### config.mk
export PLATFORM = sky130hd
export DESIGN_NAME = lsu_axi_master_flat
export DESIGN_NICKNAME = d
export VERILOG_FILES = /design/src/rtl/lsu_axi_master_pkg.sv /design/src/rtl/lsu_axi_master_if.sv /design/src/rtl/lsu_axi_master_stdreg.sv /design/src/rtl/lsu_axi_master.sv /design/src/flat_wrapper.sv
export SDC_FILE = /design/constraint.sdc
export NUM_CORES = 1
export LEC_CHECK = 0
export ABC_AREA = 1
export ABC_CLOCK_PERIOD_IN_PS = 1450
export BUFFER_PORTS_ARGS = -buffer_cell sky130_fd_sc_hd__buf_4
export CAP_MARGIN = 25
export CELL_PAD_IN_SITES_DETAIL_PLACEMENT = 0
export CELL_PAD_IN_SITES_GLOBAL_PLACEMENT = 2
export CORE_ASPECT_RATIO = 0.5
export CORE_UTILIZATION = 19
export DETAILED_ROUTE_END_ITERATION = 10
export PLACE_DENSITY = 0.86
export SYNTH_ARGS = -nofsm -noshare
export SYNTH_HDL_FRONTEND = slang
export SYNTH_SLANG_ARGS = --single-unit
### constraint.sdc
create_clock -name i_clk -period 1.45 [get_ports i_clk]
set_input_delay 0.2175 -clock i_clk [delete_from_list [all_inputs] [get_ports i_clk]]
set_output_delay 0.2175 -clock i_clk [all_outputs]
set_load 0.005 [all_outputs]
### src/rtl/lsu_axi_master_pkg.sv
// Shared AXI constants and the state encoding of the load/store-to-AXI bridge.
package lsu_axi_master_pkg;

    localparam logic [1:0] BURST_INCR       = 2'b01;
    localparam logic [1:0] RESP_OKAY        = 2'b00;
    localparam logic [3:0] CACHE_MODIFIABLE = 4'b0011;
    localparam logic [2:0] PROT_DEFAULT     = 3'b000;

    typedef enum logic [2:0] {
        S_IDLE,
        S_RD_ADDR,
        S_RD_DATA,
        S_WR_REQ,
        S_WR_RESP,
        S_RSP
    } state_t;

    // Requests wider than the data bus are narrowed to a full-bus transfer.
    function automatic logic [2:0] clamp_size(input logic [2:0] size, input logic [2:0] max_size);
        return (size > max_size) ? max_size : size;
    endfunction

endpackage

### src/rtl/lsu_axi_master_if.sv
// AXI4 master/slave bundle between the bridge and the downstream slave.
//
// Handshake rule on every channel: a transfer happens on a rising clock edge
// where both valid and ready are high; once raised, valid and its payload stay
// stable until that transfer, and valid never depends on ready.
interface lsu_axi_master_if #(
    parameter int DATA_WIDTH = 32,
    parameter int ADDR_WIDTH = 32,
    parameter int ID_WIDTH   = 4,
    parameter int STRB_WIDTH = DATA_WIDTH / 8
);
    logic [ID_WIDTH-1:0]   awid;
    logic [ADDR_WIDTH-1:0] awaddr;
    logic [7:0]            awlen;
    logic [2:0]            awsize;
    logic [1:0]            awburst;
    logic                  awlock;
    logic [3:0]            awcache;
    logic [2:0]            awprot;
    logic                  awvalid;
    logic                  awready;

    logic [DATA_WIDTH-1:0] wdata;
    logic [STRB_WIDTH-1:0] wstrb;
    logic                  wlast;
    logic                  wvalid;
    logic                  wready;

    logic [ID_WIDTH-1:0]   bid;
    logic [1:0]            bresp;
    logic                  bvalid;
    logic                  bready;

    logic [ID_WIDTH-1:0]   arid;
    logic [ADDR_WIDTH-1:0] araddr;
    logic [7:0]            arlen;
    logic [2:0]            arsize;
    logic [1:0]            arburst;
    logic                  arlock;
    logic [3:0]            arcache;
    logic [2:0]            arprot;
    logic                  arvalid;
    logic                  arready;

    logic [ID_WIDTH-1:0]   rid;
    logic [DATA_WIDTH-1:0] rdata;
    logic [1:0]            rresp;
    logic                  rlast;
    logic                  rvalid;
    logic                  rready;

    modport master (
        output awid, awaddr, awlen, awsize, awburst, awlock, awcache, awprot, awvalid,
        input  awready,
        output wdata, wstrb, wlast, wvalid,
        input  wready,
        input  bid, bresp, bvalid,
        output bready,
        output arid, araddr, arlen, arsize, arburst, arlock, arcache, arprot, arvalid,
        input  arready,
        input  rid, rdata, rresp, rlast, rvalid,
        output rready
    );

    modport slave (
        input  awid, awaddr, awlen, awsize, awburst, awlock, awcache, awprot, awvalid,
        output awready,
        input  wdata, wstrb, wlast, wvalid,
        output wready,
        output bid, bresp, bvalid,
        input  bready,
        input  arid, araddr, arlen, arsize, arburst, arlock, arcache, arprot, arvalid,
        output arready,
        output rid, rdata, rresp, rlast, rvalid,
        input  rready
    );

endinterface

### src/rtl/lsu_axi_master_stdreg.sv
// Plain enabled register with synchronous active-low reset.
module lsu_axi_master_stdreg #(
    parameter int               WIDTH     = 32,
    parameter logic [WIDTH-1:0] RESET_VAL = '0
) (
    input  logic             clk,
    input  logic             rst_n,
    input  logic             en,
    input  logic [WIDTH-1:0] d,
    output logic [WIDTH-1:0] q
);

    // Load d when enabled; hold otherwise.
    always_ff @(posedge clk) begin
        if (!rst_n) begin
            q <= RESET_VAL;
        end else if (en) begin
            q <= d;
        end
    end

endmodule

### src/rtl/lsu_axi_master.sv
// Single-outstanding bridge: each core load/store becomes one single-beat AXI4
// transaction, and its result comes back on a registered response port.
module lsu_axi_master
    import lsu_axi_master_pkg::*;
#(
    parameter int DATA_WIDTH = 32,
    parameter int ADDR_WIDTH = 32,
    parameter int STRB_WIDTH = DATA_WIDTH / 8,
    parameter int ID_WIDTH   = 4,
    parameter int AXI_ID     = 0
) (
    input  logic                  i_clk,
    input  logic                  i_rst_n,

    input  logic                  i_req_valid,
    output logic                  o_req_ready,
    input  logic                  i_req_wen,
    input  logic [ADDR_WIDTH-1:0] i_req_addr,
    input  logic [2:0]            i_req_size,
    input  logic [DATA_WIDTH-1:0] i_req_wdata,
    input  logic [STRB_WIDTH-1:0] i_req_wmask,

    output logic                  o_rsp_valid,
    input  logic                  i_rsp_ready,
    output logic [DATA_WIDTH-1:0] o_rsp_rdata,
    output logic                  o_rsp_err,

    lsu_axi_master_if.master      m_axi,

    output state_t                o_state
);

    localparam logic [2:0]          MAX_SIZE = 3'($clog2(STRB_WIDTH));
    localparam logic [ID_WIDTH-1:0] ID_VAL   = ID_WIDTH'(AXI_ID);

    state_t                state_q, state_d;
    logic [ADDR_WIDTH-1:0] addr_q, addr_d;
    logic [2:0]            size_q, size_d;
    logic [DATA_WIDTH-1:0] wdata_q, wdata_d;
    logic [STRB_WIDTH-1:0] wmask_q, wmask_d;
    logic                  awvalid_q, awvalid_d;
    logic                  wvalid_q, wvalid_d;
    logic                  arvalid_q, arvalid_d;
    logic                  bready_q, bready_d;
    logic                  rready_q, rready_d;
    logic                  rsp_valid_q, rsp_valid_d;
    logic                  req_ready_q, req_ready_d;
    logic                  rsp_err_q, rsp_err_d;
    logic                  rdata_en;
    logic [DATA_WIDTH-1:0] rdata_d;
    logic [DATA_WIDTH-1:0] rdata_q;

    // Next-state and next-output decode; every register holds unless a state says otherwise.
    always_comb begin
        state_d     = state_q;
        addr_d      = addr_q;
        size_d      = size_q;
        wdata_d     = wdata_q;
        wmask_d     = wmask_q;
        awvalid_d   = awvalid_q;
        wvalid_d    = wvalid_q;
        arvalid_d   = arvalid_q;
        bready_d    = bready_q;
        rready_d    = rready_q;
        rsp_valid_d = rsp_valid_q;
        req_ready_d = req_ready_q;
        rsp_err_d   = rsp_err_q;
        rdata_en    = 1'b0;
        rdata_d     = '0;

        case (state_q)
            S_IDLE: begin
                // req_ready is cleared by reset, so the first idle cycle only re-arms it.
                if (!req_ready_q) begin
                    req_ready_d = 1'b1;
                end else if (i_req_valid) begin
                    req_ready_d = 1'b0;
                    addr_d      = i_req_addr;
                    size_d      = clamp_size(i_req_size, MAX_SIZE);
                    wdata_d     = i_req_wdata;
                    wmask_d     = i_req_wmask;
                    if (i_req_wen) begin
                        state_d   = S_WR_REQ;
                        awvalid_d = 1'b1;
                        wvalid_d  = 1'b1;
                    end else begin
                        state_d   = S_RD_ADDR;
                        arvalid_d = 1'b1;
                    end
                end
            end
            S_WR_REQ: begin
                // AW and W complete independently, in any order.
                if (awvalid_q && m_axi.awready) awvalid_d = 1'b0;
                if (wvalid_q && m_axi.wready)   wvalid_d  = 1'b0;
                if (!awvalid_d && !wvalid_d) begin
                    state_d  = S_WR_RESP;
                    bready_d = 1'b1;
                end
            end
            S_WR_RESP: begin
                if (m_axi.bvalid) begin
                    bready_d    = 1'b0;
                    rsp_err_d   = (m_axi.bresp != RESP_OKAY) | (m_axi.bid != ID_VAL);
                    rdata_en    = 1'b1;
                    rdata_d     = '0;
                    rsp_valid_d = 1'b1;
                    state_d     = S_RSP;
                end
            end
            S_RD_ADDR: begin
                if (m_axi.arready) begin
                    arvalid_d = 1'b0;
                    rready_d  = 1'b1;
                    state_d   = S_RD_DATA;
                end
            end
            S_RD_DATA: begin
                if (m_axi.rvalid) begin
                    rready_d    = 1'b0;
                    rdata_en    = 1'b1;
                    rdata_d     = m_axi.rdata;
                    rsp_err_d   = (m_axi.rresp != RESP_OKAY) | !m_axi.rlast | (m_axi.rid != ID_VAL);
                    rsp_valid_d = 1'b1;
                    state_d     = S_RSP;
                end
            end
            S_RSP: begin
                // Returning to IDLE with req_ready set keeps accept out of the handshake cycle.
                if (i_rsp_ready) begin
                    rsp_valid_d = 1'b0;
                    req_ready_d = 1'b1;
                    state_d     = S_IDLE;
                end
            end
            default: begin
                state_d = S_IDLE;
            end
        endcase
    end

    // State and output registers; reset abandons any transaction in flight.
    always_ff @(posedge i_clk) begin
        if (!i_rst_n) begin
            state_q     <= S_IDLE;
            addr_q      <= '0;
            size_q      <= '0;
            wdata_q     <= '0;
            wmask_q     <= '0;
            awvalid_q   <= 1'b0;
            wvalid_q    <= 1'b0;
            arvalid_q   <= 1'b0;
            bready_q    <= 1'b0;
            rready_q    <= 1'b0;
            rsp_valid_q <= 1'b0;
            req_ready_q <= 1'b0;
            rsp_err_q   <= 1'b0;
        end else begin
            state_q     <= state_d;
            addr_q      <= addr_d;
            size_q      <= size_d;
            wdata_q     <= wdata_d;
            wmask_q     <= wmask_d;
            awvalid_q   <= awvalid_d;
            wvalid_q    <= wvalid_d;
            arvalid_q   <= arvalid_d;
            bready_q    <= bready_d;
            rready_q    <= rready_d;
            rsp_valid_q <= rsp_valid_d;
            req_ready_q <= req_ready_d;
            rsp_err_q   <= rsp_err_d;
        end
    end

    lsu_axi_master_stdreg #(
        .WIDTH     (DATA_WIDTH),
        .RESET_VAL ('0)
    ) u_rdata_reg (
        .clk   (i_clk),
        .rst_n (i_rst_n),
        .en    (rdata_en),
        .d     (rdata_d),
        .q     (rdata_q)
    );

    assign o_req_ready = req_ready_q;
    assign o_rsp_valid = rsp_valid_q;
    assign o_rsp_rdata = rdata_q;
    assign o_rsp_err   = rsp_err_q;
    assign o_state     = state_q;

    assign m_axi.awid    = ID_VAL;
    assign m_axi.awaddr  = addr_q;
    assign m_axi.awlen   = 8'd0;
    assign m_axi.awsize  = size_q;
    assign m_axi.awburst = BURST_INCR;
    assign m_axi.awlock  = 1'b0;
    assign m_axi.awcache = CACHE_MODIFIABLE;
    assign m_axi.awprot  = PROT_DEFAULT;
    assign m_axi.awvalid = awvalid_q;

    assign m_axi.wdata   = wdata_q;
    assign m_axi.wstrb   = wmask_q;
    assign m_axi.wlast   = 1'b1;
    assign m_axi.wvalid  = wvalid_q;

    assign m_axi.bready  = bready_q;

    assign m_axi.arid    = ID_VAL;
    assign m_axi.araddr  = addr_q;
    assign m_axi.arlen   = 8'd0;
    assign m_axi.arsize  = size_q;
    assign m_axi.arburst = BURST_INCR;
    assign m_axi.arlock  = 1'b0;
    assign m_axi.arcache = CACHE_MODIFIABLE;
    assign m_axi.arprot  = PROT_DEFAULT;
    assign m_axi.arvalid = arvalid_q;

    assign m_axi.rready  = rready_q;

endmodule

### src/flat_wrapper.sv
// flat-port wrapper written by rule: the top's interface ports become plain ports
module lsu_axi_master_flat import lsu_axi_master_pkg::*;
#(
    parameter int DATA_WIDTH = 32,
    parameter int ADDR_WIDTH = 32,
    parameter int STRB_WIDTH = DATA_WIDTH / 8,
    parameter int ID_WIDTH   = 4,
    parameter int AXI_ID     = 0
)
  (i_clk, i_rst_n, i_req_valid, o_req_ready, i_req_wen, i_req_addr, i_req_size, i_req_wdata, i_req_wmask, o_rsp_valid, i_rsp_ready, o_rsp_rdata, o_rsp_err, o_state, m_axi_awid, m_axi_awaddr, m_axi_awlen, m_axi_awsize, m_axi_awburst, m_axi_awlock, m_axi_awcache, m_axi_awprot, m_axi_awvalid, m_axi_awready, m_axi_wdata, m_axi_wstrb, m_axi_wlast, m_axi_wvalid, m_axi_wready, m_axi_bid, m_axi_bresp, m_axi_bvalid, m_axi_bready, m_axi_arid, m_axi_araddr, m_axi_arlen, m_axi_arsize, m_axi_arburst, m_axi_arlock, m_axi_arcache, m_axi_arprot, m_axi_arvalid, m_axi_arready, m_axi_rid, m_axi_rdata, m_axi_rresp, m_axi_rlast, m_axi_rvalid, m_axi_rready);
  lsu_axi_master_if #(.DATA_WIDTH(DATA_WIDTH), .ADDR_WIDTH(ADDR_WIDTH), .ID_WIDTH(ID_WIDTH), .STRB_WIDTH(STRB_WIDTH)) m_axi_i ();
  input  logic i_clk;
  input  logic i_rst_n;
  input  logic i_req_valid;
  output logic o_req_ready;
  input  logic i_req_wen;
  input  logic [ADDR_WIDTH-1:0] i_req_addr;
  input  logic [2:0] i_req_size;
  input  logic [DATA_WIDTH-1:0] i_req_wdata;
  input  logic [STRB_WIDTH-1:0] i_req_wmask;
  output logic o_rsp_valid;
  input  logic i_rsp_ready;
  output logic [DATA_WIDTH-1:0] o_rsp_rdata;
  output logic o_rsp_err;
  output state_t o_state;
  output wire logic [$bits(m_axi_i.awid)-1:0] m_axi_awid;
  output wire logic [$bits(m_axi_i.awaddr)-1:0] m_axi_awaddr;
  output wire logic [$bits(m_axi_i.awlen)-1:0] m_axi_awlen;
  output wire logic [$bits(m_axi_i.awsize)-1:0] m_axi_awsize;
  output wire logic [$bits(m_axi_i.awburst)-1:0] m_axi_awburst;
  output wire logic [$bits(m_axi_i.awlock)-1:0] m_axi_awlock;
  output wire logic [$bits(m_axi_i.awcache)-1:0] m_axi_awcache;
  output wire logic [$bits(m_axi_i.awprot)-1:0] m_axi_awprot;
  output wire logic [$bits(m_axi_i.awvalid)-1:0] m_axi_awvalid;
  input wire logic [$bits(m_axi_i.awready)-1:0] m_axi_awready;
  output wire logic [$bits(m_axi_i.wdata)-1:0] m_axi_wdata;
  output wire logic [$bits(m_axi_i.wstrb)-1:0] m_axi_wstrb;
  output wire logic [$bits(m_axi_i.wlast)-1:0] m_axi_wlast;
  output wire logic [$bits(m_axi_i.wvalid)-1:0] m_axi_wvalid;
  input wire logic [$bits(m_axi_i.wready)-1:0] m_axi_wready;
  input wire logic [$bits(m_axi_i.bid)-1:0] m_axi_bid;
  input wire logic [$bits(m_axi_i.bresp)-1:0] m_axi_bresp;
  input wire logic [$bits(m_axi_i.bvalid)-1:0] m_axi_bvalid;
  output wire logic [$bits(m_axi_i.bready)-1:0] m_axi_bready;
  output wire logic [$bits(m_axi_i.arid)-1:0] m_axi_arid;
  output wire logic [$bits(m_axi_i.araddr)-1:0] m_axi_araddr;
  output wire logic [$bits(m_axi_i.arlen)-1:0] m_axi_arlen;
  output wire logic [$bits(m_axi_i.arsize)-1:0] m_axi_arsize;
  output wire logic [$bits(m_axi_i.arburst)-1:0] m_axi_arburst;
  output wire logic [$bits(m_axi_i.arlock)-1:0] m_axi_arlock;
  output wire logic [$bits(m_axi_i.arcache)-1:0] m_axi_arcache;
  output wire logic [$bits(m_axi_i.arprot)-1:0] m_axi_arprot;
  output wire logic [$bits(m_axi_i.arvalid)-1:0] m_axi_arvalid;
  input wire logic [$bits(m_axi_i.arready)-1:0] m_axi_arready;
  input wire logic [$bits(m_axi_i.rid)-1:0] m_axi_rid;
  input wire logic [$bits(m_axi_i.rdata)-1:0] m_axi_rdata;
  input wire logic [$bits(m_axi_i.rresp)-1:0] m_axi_rresp;
  input wire logic [$bits(m_axi_i.rlast)-1:0] m_axi_rlast;
  input wire logic [$bits(m_axi_i.rvalid)-1:0] m_axi_rvalid;
  output wire logic [$bits(m_axi_i.rready)-1:0] m_axi_rready;
  assign m_axi_awid = m_axi_i.awid;
  assign m_axi_awaddr = m_axi_i.awaddr;
  assign m_axi_awlen = m_axi_i.awlen;
  assign m_axi_awsize = m_axi_i.awsize;
  assign m_axi_awburst = m_axi_i.awburst;
  assign m_axi_awlock = m_axi_i.awlock;
  assign m_axi_awcache = m_axi_i.awcache;
  assign m_axi_awprot = m_axi_i.awprot;
  assign m_axi_awvalid = m_axi_i.awvalid;
  assign m_axi_i.awready = m_axi_awready;
  assign m_axi_wdata = m_axi_i.wdata;
  assign m_axi_wstrb = m_axi_i.wstrb;
  assign m_axi_wlast = m_axi_i.wlast;
  assign m_axi_wvalid = m_axi_i.wvalid;
  assign m_axi_i.wready = m_axi_wready;
  assign m_axi_i.bid = m_axi_bid;
  assign m_axi_i.bresp = m_axi_bresp;
  assign m_axi_i.bvalid = m_axi_bvalid;
  assign m_axi_bready = m_axi_i.bready;
  assign m_axi_arid = m_axi_i.arid;
  assign m_axi_araddr = m_axi_i.araddr;
  assign m_axi_arlen = m_axi_i.arlen;
  assign m_axi_arsize = m_axi_i.arsize;
  assign m_axi_arburst = m_axi_i.arburst;
  assign m_axi_arlock = m_axi_i.arlock;
  assign m_axi_arcache = m_axi_i.arcache;
  assign m_axi_arprot = m_axi_i.arprot;
  assign m_axi_arvalid = m_axi_i.arvalid;
  assign m_axi_i.arready = m_axi_arready;
  assign m_axi_i.rid = m_axi_rid;
  assign m_axi_i.rdata = m_axi_rdata;
  assign m_axi_i.rresp = m_axi_rresp;
  assign m_axi_i.rlast = m_axi_rlast;
  assign m_axi_i.rvalid = m_axi_rvalid;
  assign m_axi_rready = m_axi_i.rready;
  lsu_axi_master #(.DATA_WIDTH(DATA_WIDTH), .ADDR_WIDTH(ADDR_WIDTH), .STRB_WIDTH(STRB_WIDTH), .ID_WIDTH(ID_WIDTH), .AXI_ID(AXI_ID)) u_core (.i_clk(i_clk), .i_rst_n(i_rst_n), .i_req_valid(i_req_valid), .o_req_ready(o_req_ready), .i_req_wen(i_req_wen), .i_req_addr(i_req_addr), .i_req_size(i_req_size), .i_req_wdata(i_req_wdata), .i_req_wmask(i_req_wmask), .o_rsp_valid(o_rsp_valid), .i_rsp_ready(i_rsp_ready), .o_rsp_rdata(o_rsp_rdata), .o_rsp_err(o_rsp_err), .m_axi(m_axi_i), .o_state(o_state));
endmodule
# Word level (Yosys, flattened, before mapping)
# Index checks and enable logic that the tools add are counted.
[totals]
ff_bits = 114
in_bits = 126
elab_cells = 105
[op_classes]
magnitude_cmp = 1
n_eq_ne = 14
n_mux = 46
bitwise = 3
n_reduce_logical = 27
[ops]
columns = ["cell", "n"]
rows = [
  ["$mux W32", 2],
  ["$mux W1", 25],
  ["$mux W3", 8],
  ["$pmux W3 S6", 1],
  ["$pmux W1 S2", 8],
  ["$reduce_bool A2 Y1", 8],
  ["$ne A2 B2 Y1 const B", 7],
  ["$reduce_and A3 Y1", 4],
  ["$reduce_and A4 Y1", 2],
  ["$reduce_bool A4 Y1", 2],
  ["$reduce_and A7 Y1", 1],
  ["$eq A3 B2 Y1 const B", 2],
  ["$eq A3 B3 Y1 const B", 2],
  ["$reduce_and A5 Y1", 1],
  ["$ne A2 B1 Y1 const B", 2],
  ["$eq A3 B1 Y1 const B", 1],
  ["$gt A3 B2 Y1 const B", 1],
  ["$logic_and A1 B1 Y1", 3],
  ["$logic_not A1 Y1", 3],
  ["$logic_not A3 Y1", 1],
  ["$or A1 B1 Y1", 3],
  ["$pmux W1 S3", 1],
  ["$reduce_bool A3 Y1", 1],
  ["$mux W2", 1],
  ["$reduce_and A2 Y1", 1],
]

# Depth between registers and ports, before layout
# Gate-level depths: netlist (run 1).
[logic_depth]
ltp_word = 7
ltp_mapped = 10
ltp_nobuf = 10

# Hierarchy
# From an unflattened synthesis (run 1), not the netlist that was laid out.
[unflattened]
hier_cells = 771
hier_area_um2 = 5451.5
[by_module_without_submodules]
columns = ["mod", "n_inst", "cells_each", "area_each_um2"]
rows = [
  ["lsu_axi_master", 1, 569, 4116.4],
  ["lsu_axi_master_stdreg", 1, 202, 1335.0],
]

# Least setup slack after synthesis (run 1)
# No wires, ideal clock.
[synth_timing]
kind = "reg-to-reg"
startpoint = "register u_core.state_q[0] (netlist: u_core.o_state[0])"
endpoint = "register u_core.u_rdata_reg.q[10]"
arrival_ps = 1249
t_required_ps = 1318
slack_ps = 69
stages_incl_launch_ff = 11
synth_period_minus_slack_ps = 1381
path_cell_list = "dfxtp_1 buf_6 nor2_1 nand2_2 nor2_4 inv_2 nand2_2 inv_2 buf_6 nand2_1 a21oi_1"
[synth_via]
elab_chain_cells = 2
elab_cells_between_ends = 4
[synth_rtl]
columns = ["item", "line", "text"]
rows = [
  ["from (decl)", "lsu_axi_master.sv:36", "state_t state_q, state_d;"],
  ["from (signal assigned)", "lsu_axi_master.sv:159", "state_q <= state_d;"],
  ["$eq A3 B2 Y1 or $eq A3 B3 Y1 (tied branches)", "lsu_axi_master.sv:71", "case (state_q)"],
  ["$pmux W1 S2 or $mux W32 (tied branches)", "--", ""],
  ["to (signal assigned)", "lsu_axi_master_stdreg.sv:16", "q <= RESET_VAL;"],
  ["to (signal assigned)", "lsu_axi_master_stdreg.sv:18", "q <= d;"],
  ["to (decl)", "lsu_axi_master_stdreg.sv:10", "output logic [WIDTH-1:0] q"],
]
# Parallel ways exist; a longest one is shown, timed or not.
# A chain may end at the register's enable or synchronous reset.

# Final worst setup path (run 1)
[layout_timing]
startpoint = "register u_core.state_q[1] (netlist: u_core.o_state[1])"
endpoint = "register u_core.wmask_q[0] (netlist: u_core.m_axi.wstrb[0])"
[layout_via]
elab_chain_cells = 2
[layout_rtl]
columns = ["item", "line", "text"]
rows = [
  ["$logic_not A3 Y1", "lsu_axi_master.sv:71", ""],
  ["$reduce_and A3 Y1 (no source line)", "--", ""],
  ["to (signal assigned)", "lsu_axi_master.sv:163", "wmask_q <= wmask_d;"],
  ["to (decl)", "lsu_axi_master.sv:40", "logic [STRB_WIDTH-1:0] wmask_q, wmask_d;"],
]
# Every way passes these cells.

==> results of run 1 <==
[worst max-delay path: stages (launching register included)]
cell and delay, ns:
dfxtp_4 0.37, nor2_4 0.16, nand4_4 0.13, inv_4 0.12, bufbuf_16 0.31, nand2_1 0.07, a21oi_1 0.12
[per-layer routing]
layer	track usage	vias to the layer above	part of all wire
met5	0	-	0
met2	0.218	90	0.54
met4	0.0586	0	0.022
met3	0.0302	23	0.033
li1	-	2418	-
met1	0.140	2212	0.40
[state kept, by name, indices dropped and copies added (netlist names)]
register,count
u_core.m_axi.araddr,32
u_core.m_axi.arsize,3
u_core.m_axi.arvalid,1
u_core.m_axi.awvalid,1
u_core.m_axi.bready,1
u_core.m_axi.rready,1
u_core.m_axi.wdata,32
u_core.m_axi.wstrb,4
u_core.m_axi.wvalid,1
u_core.o_req_ready,1
u_core.o_rsp_err,1
u_core.o_rsp_valid,1
u_core.o_state,3
u_core.u_rdata_reg.q,32
[cells in the final DEF (no fill, tap or decap), drive strengths merged]
master,instances
a21oi,112
buf,302
bufbuf,1
bufinv,5
clkbuf,23
clkinv,2
clkinvlp,3
conb,45
dfxtp,114
inv,21
nand2,236
nand3,7
nand3b,1
nand4,5
nor2,26
nor3,3
o21ai,2
[logic make-up after synthesis]
logic type,after synthesis,synth area share
flip-flops,114,0.472
AO/OA/AOI/OAI,114,0.119
AND/OR/NAND/NOR,278,0.229
buffers and inverters,135,0.178
other,2,0.00155
[report_power, final]
| group | switching (mW) | leakage, nW | internal [mW] |
|---|---|---|---|
| logic | 1.56 | 2.27 | 1.68 |
| registers | 0.314 | 0.925 | 3.54 |
| clock network | 1.49 | 0.308 | 3.17 |
[area by class of cell]
cell class                      count  area [um^2]
Multi-Input combinational cell    437         1870
Clock inverter                      9          178
Clock buffer                       22          474
Fill cell                        2620        16700
Tap cell                          336          420
Inverter                           22         88.8
Sequential cell                   114         2290
Timing Repair Buffer              304         2430
[repair_timing]
item	in CTS	in global routing
buffers inserted	2	2
pin swaps	1	1
resized for setup	2	11
setup endpoints to repair	48	78
hold buffers	0	0
cloned	1	1
[per-stage QoR]
step           power (mW)  std cells
2_1_floorplan        5.47        686
6_report             11.8       1244
4_1_cts              11.8       1241
3_3_place_gp         6.94       1207
5_1_grt              12.4       1244
3_5_place_dp         6.98       1207
[how the worst max path moves through the flow]
stage                                          end  slack [ns]  cells past startpoint
after CTS                               o_state[0]        0.04                      2
after detailed placement     u_core.m_axi.wdata[1]       -0.03                      6
after floorplan           u_core.u_rdata_reg.q[10]        0.07                     10
after global placement       u_core.m_axi.wstrb[1]        0.03                      6
final                        u_core.m_axi.wstrb[0]         0.1                      6
after global routing        u_core.m_axi.wdata[23]       0.004                      6
==> results.md, run 1 <==
- Result of the run: finished, final reports clean
- Max Cap Violations: 0
- Setup tns final: 0 ns
- Starting utilization of the core area: 0.197
- Half-perimeter wire length after placement: 12200 um
- Worst setup SP type: flop
- Overall die width: 228 um
- Seq/Total Area, Yosys: 0.472
- Antenna violations before repair: 0
- Share of post-route cells with drive strength above 1: 0.390
- Post-layout worst setup margin: 0.0971 ns
- Core Region: between 20000 and 25000 um^2
- PortBufs: between 200 and 300
- Post-route minimum period: ~1.4 ns
- Dominant cell type by area after synthesis: dfxtp_1
- Flip-flop and latch count after synthesis: 114
- Routed wire per std cell: 13.2 um
- Most used DFF post-synth: dfxtp_1
- Clock sinks: 114
- Cell Rows: 40
- Final instance area: 7750 um^2
- NumNets Final: just over 1000
- Total iterations of the first detailed-routing run: 4
- Core utilization of the finished layout: 0.317
- Hold Crit Depth: 3
- Area grow syn2layout: 60.3%
- Number of clock buffers inserted by TritonCTS: 17
- Post-place instance area: about 7000 um^2
- Synthesized area divided by synthesized cell count: 7.51 um^2
- Die Ht: 115 um
- Clock tree from TritonCTS: done
- Vias in the first global route: 4349
- Share of the synthesized area in the top cell type: 0.472
- Total routed wirelength: 16400 um
- Cell types with the largest area share after synthesis: dfxtp_1 (47%), nand2_1 (18%), buf_4 (13%)
- Final critical-path share of the clock period: 0.933
- Later-pin clock latency in the skew report: 0.42 ns
- Worst hold start: i_req_size[2]
- Full die area: 26100 um^2
- Clock buffer depth: 2
- Kind of critical path: flop to flop
- Data arrival time of the critical path: 1.71 ns
- End of the worst register-to-register path: u_core.m_axi.wstrb[0]
- Start point of the critical path: u_core.o_state[1]
- Data required time at the worst endpoint: 1.81 ns
- DRT antenna net count: 0
- Post-synthesis cell count: roughly 640
- Number of flops mapped to enable cells by yosys: 0
- Crit end category: flop
- Setup repair after global routing missed its margin: no
- Weighted congestion at the end of routability-driven global placement: about 0.8
- Number of distinct standard cells referenced by the synthesized netlist: 21
- Number of vias after detailed routing: 4743
- Max Clock Skew: 0.00516 ns
- Kind of path behind the tightest hold check: input port to flop
- Flop2flop setup slack: 0.1 ns
- Number of hold violations in the final report: 0
- Clock transition at path regs: 0.06 ns
- Launch instance of the worst register-to-register path: u_core.o_state[1]
- Worst vdd ir: 1010 uV
- Overall fraction of global-route tracks in use: 0.123
- Global route overflow: 0
- Initial DRC count: 200
- Number of setup violations in the final report: 0
- Root buffer cell: clkbuf_16
- Post-synthesis async set-or-reset flop share: 0
- H-tree depth reported by CTS: 4
- Number of antenna repair diodes: 0
- DP Worst Slack: -0.0331 ns
- Achievable Freq: 739 MHz
- Netlist Area Pre-Place: 4830 um^2
- Warning count from the yosys run: 0
- Drc violations: 0
- Top cell types by occurrence after synthesis: nand2_1 (234), dfxtp_1 (114), a21oi_1 (111), buf_4 (81), nor2_1 (24)
- Reg2reg path depth: 6
- Hold-critical path endpoint: u_core.m_axi.arsize[1]
- Pin count of the biggest net entering global routing: 41
- Min Hold Slack: 0.0360 ns
- Most frequently used cell type in the post-synthesis netlist: nand2_1
- Max-slew violation total from the final report: 0
- Pwr dens: between 1500 and 2000 nW/um^2
- LEAKAGE: 3.51 nW
- Via density: 3.81
- Number of placed I/O pins: 320
- Wire length of the first global-routing pass: around 24000 um
- Largest driver fanout on the critical path: 22
(Power assumes the default switching activity.)
==> run 2, diff against run 1 <==
- CORE_UTILIZATION: 19 -> 20
- PLACE_DENSITY: 0.86 -> 0.87
- SYNTH_HIERARCHICAL: unset -> 1
==> run 2 against run 1 <==
  * First-iteration DRC count grew 37%
  * Global-route usage grew 0.25 points
  * Synthesized cell count grew 20%
  * Critical endpoint is now u_core/m_axi.araddr[26]
  * Largest cell class unchanged
==> results.md, run 2 <==
- Result of the run: finished, final reports clean
- Reg2reg path depth: 6
- Hold-critical path endpoint: u_core/m_axi.araddr[27]
- Worst hold start: i_req_addr[27]
- Cell types with the largest area share after synthesis: dfxtp_1 (42%), nor2_1 (17%), buf_4 (11%)
- Setup tns final: 0 ns
- Launch instance of the worst register-to-register path: u_core/o_req_ready
- Netlist Area Pre-Place: about 5500 um^2
- Weighted congestion at the end of routability-driven global placement: 0.765
- Number of placed I/O pins: 320
- Share of post-route cells with drive strength above 1: 0.329
- Die Ht: 119 um
- PortBufs: around 270
- NumNets Final: 1183
- Max Clock Skew: 0.0107 ns
- Number of hold violations in the final report: 0
- Most frequently used cell type in the post-synthesis netlist: nor2_1
- Top cell types by occurrence after synthesis: nor2_1 (241), nand2_1 (122), dfxtp_1 (114), buf_4 (82), o21ai_0 (73)
- Full die area: 28000 um^2
- Synthesized area divided by synthesized cell count: between 7 and 8 um^2
- Kind of path behind the tightest hold check: input port to flop
- Final critical-path share of the clock period: 0.942
- Root buffer cell: clkbuf_16
- Initial DRC count: 273
- Highest-count cells in the layout ignoring fill and taps: buf_4 (292), nor2_1 (240), nand2_1 (122), dfxtp_1 (111), o21ai_0 (73)
- Later-pin clock latency in the skew report: 0.43 ns
- Kind of critical path: flop to flop
- Total iterations of the first detailed-routing run: 4
- Max Cap Violations: 0
- Overall fraction of global-route tracks in use: 0.126
- Most repeated library cell on the critical path: nor2_1
- Clock transition at path regs: 0.05 ns
- Max-slew violation total from the final report: 0
- Number of flops mapped to enable cells by yosys: 0
- Pin count of the biggest net entering global routing: 52
- Number of vias after detailed routing: 5432
- Overall die width: 235 um
- Most frequent standard cell in the layout excluding fill and tap cells: buf_4
- Overall Power: 13.1 mW
- Setup repair after global routing missed its margin: yes
- End of the worst register-to-register path: u_core/m_axi.araddr[26]
- Hold Crit Depth: 3
- Number of setup violations in the final report: 0
- Wire length of the first global-routing pass: 27300 um
- Crit end category: flop
- Routed wire per std cell: 12.5 um
- Worst vdd ir: ~700 uV
- Antenna violations before repair: 0
- Worst setup SP type: flop
- Number of antenna repair diodes: 0
- Post-CTS Setup Inserts: 0
- Global route hottest layer: met2
- H-tree depth reported by CTS: 4
- Area grow syn2layout: 56.4%
- Number of buffers and inverters on the critical path: 2
- Flop2flop setup slack: approximately 0.084 ns
- Pwr dens: between 1500 and 2000 nW/um^2
- Clock buffer depth: 2
- Crit path max-delay family: simple AND/OR/NAND/NOR gates
- Share of the synthesized area in the top cell type: 0.419
- Core Region: 26600 um^2
- Met3 capacity usage during global routing: 0.0371
- Drc violations: 0
- GR Layer Usage met1: 0.139
- Flip-flop and latch count after synthesis: 114
- Warning count from the yosys run: 6
- LEAKAGE: 4.22 nW
- Clock sinks: 114
- CP peak stage delay: 0.37 ns
- Clock tree from TritonCTS: done
- Cell Rows: 42
- Cell type of the slowest stage on the worst timing path: dfxtp_1
- Achievable Freq: 732 MHz
- Number of clock buffers inserted by TritonCTS: 17
- Data required time at the worst endpoint: between 1.5 and 2 ns
- Half-perimeter wire length after placement: 13000 um
- Most used DFF post-synth: dfxtp_1
- Post-route minimum period: 1.37 ns
- Vias in the first global route: 5123
- CP Cell Sequence: nand2_1, nor2_8, inv_4, buf_12, nor2_1, nor2_1
- Starting utilization of the core area: 0.205
- DRT antenna net count: 0
- Via density: 3.83
- Number of distinct standard cells referenced by the synthesized netlist: 24
- Seq/Total Area, Yosys: 0.419
- Largest driver fanout on the critical path: 31
- Post-synthesis async set-or-reset flop share: 0
- Post-synthesis cell count: 771
- Data arrival time of the critical path: 1.68 ns
- Met2 routing resource usage after global routing: 0.226
- Total routed wirelength: 17700 um
- Global route overflow: 0
- Dominant cell type by area after synthesis: dfxtp_1
[run 2: how the worst max path moves through the flow]
stage | startpoint | endpoint | slack [ns] | cells after the start
2_1_floorplan | u_core/o_state[0] | u_core/u_rdata_reg/q[22] | 0.03 | 9
3_3_place_gp | u_core/o_state[1] | u_core/m_axi.wdata[10] | 0.08 | 6
3_5_place_dp | u_core/o_state[2] | u_core/u_rdata_reg/q[2] | 0.04 | 8
4_1_cts | u_core/o_req_ready | u_core/m_axi.araddr[28] | 0.01 | 5
5_1_grt | u_core/o_state[0] | u_core/o_state[2] | -0.01 | 8
6_report | u_core/o_req_ready | u_core/m_axi.araddr[26] | 0.08 | 6
[run 2: worst min-delay path: cells and delay by family]
kind | cells | cell delay, ns
and+or+nand+nor | 2 | 0.11
buffers and inverters | 1 | 0.08
[run 2: metrics by stage]
| stage | util | area, um^2 | std cells | setup slack [ns] | hold WS, ns |
|---|---|---|---|---|---|
| after floorplan | - | 5610 | 814 | 0.0292 | 0.338 |
| after global placement | 0.282 | 7500 | 1347 | 0.0808 | 0.439 |
| after detailed placement | 0.282 | 7500 | 1347 | 0.0374 | 0.444 |
| after CTS | 0.320 | 8500 | 1419 | 0.00972 | 0.000670 |
| after global routing | 0.321 | 8530 | 1419 | -0.0140 | 0.00407 |
| final | 0.321 | 8530 | 1419 | 0.0835 | 0.0235 |
[run 2: cell families after synthesis]
group / Yosys count / synth area share
DFF: 114 / 0.419
and+or+nand+nor: 394 / 0.287
other: 2 / 0.00138
AOI/OAI and AO/OA: 89 / 0.0845
buffers and inverters: 172 / 0.208
[run 2: repair_timing]
item	4_1_cts	5_1_grt
gates resized for setup	0	10
hold endpoints to repair	43	0
hold buffers	43	0
endpoints found under the setup margin	0	65
[run 2: power by group]
| part | switching, mW | total, mW | internal (mW) | leakage (nW) |
|---|---|---|---|---|
| clock | 1.44 | 4.10 | 2.66 | 0.285 |
| sequential | 0.511 | 4.39 | 3.88 | 0.931 |
| combinational | 2.22 | 4.64 | 2.41 | 3.01 |
[run 2: layout make-up]
| cell class | count | area [um^2] |
|---|---|---|
| clock buffers | 23 | 488 |
| multi-input cells | 528 | 2220 |
| well taps | 352 | 440 |
| repair buffers | 345 | 2820 |
| inverters | 51 | 194 |
| clock inverters | 6 | 80.1 |
| flip-flops and latches | 114 | 2290 |
| fillers | 2866 | 18100 |
[run 2: per-layer routing]
metal,routed length (um),share of wire
met5,0,0
met4,291,0.016
met3,579,0.033
met2,9540,0.54
met1,7270,0.41
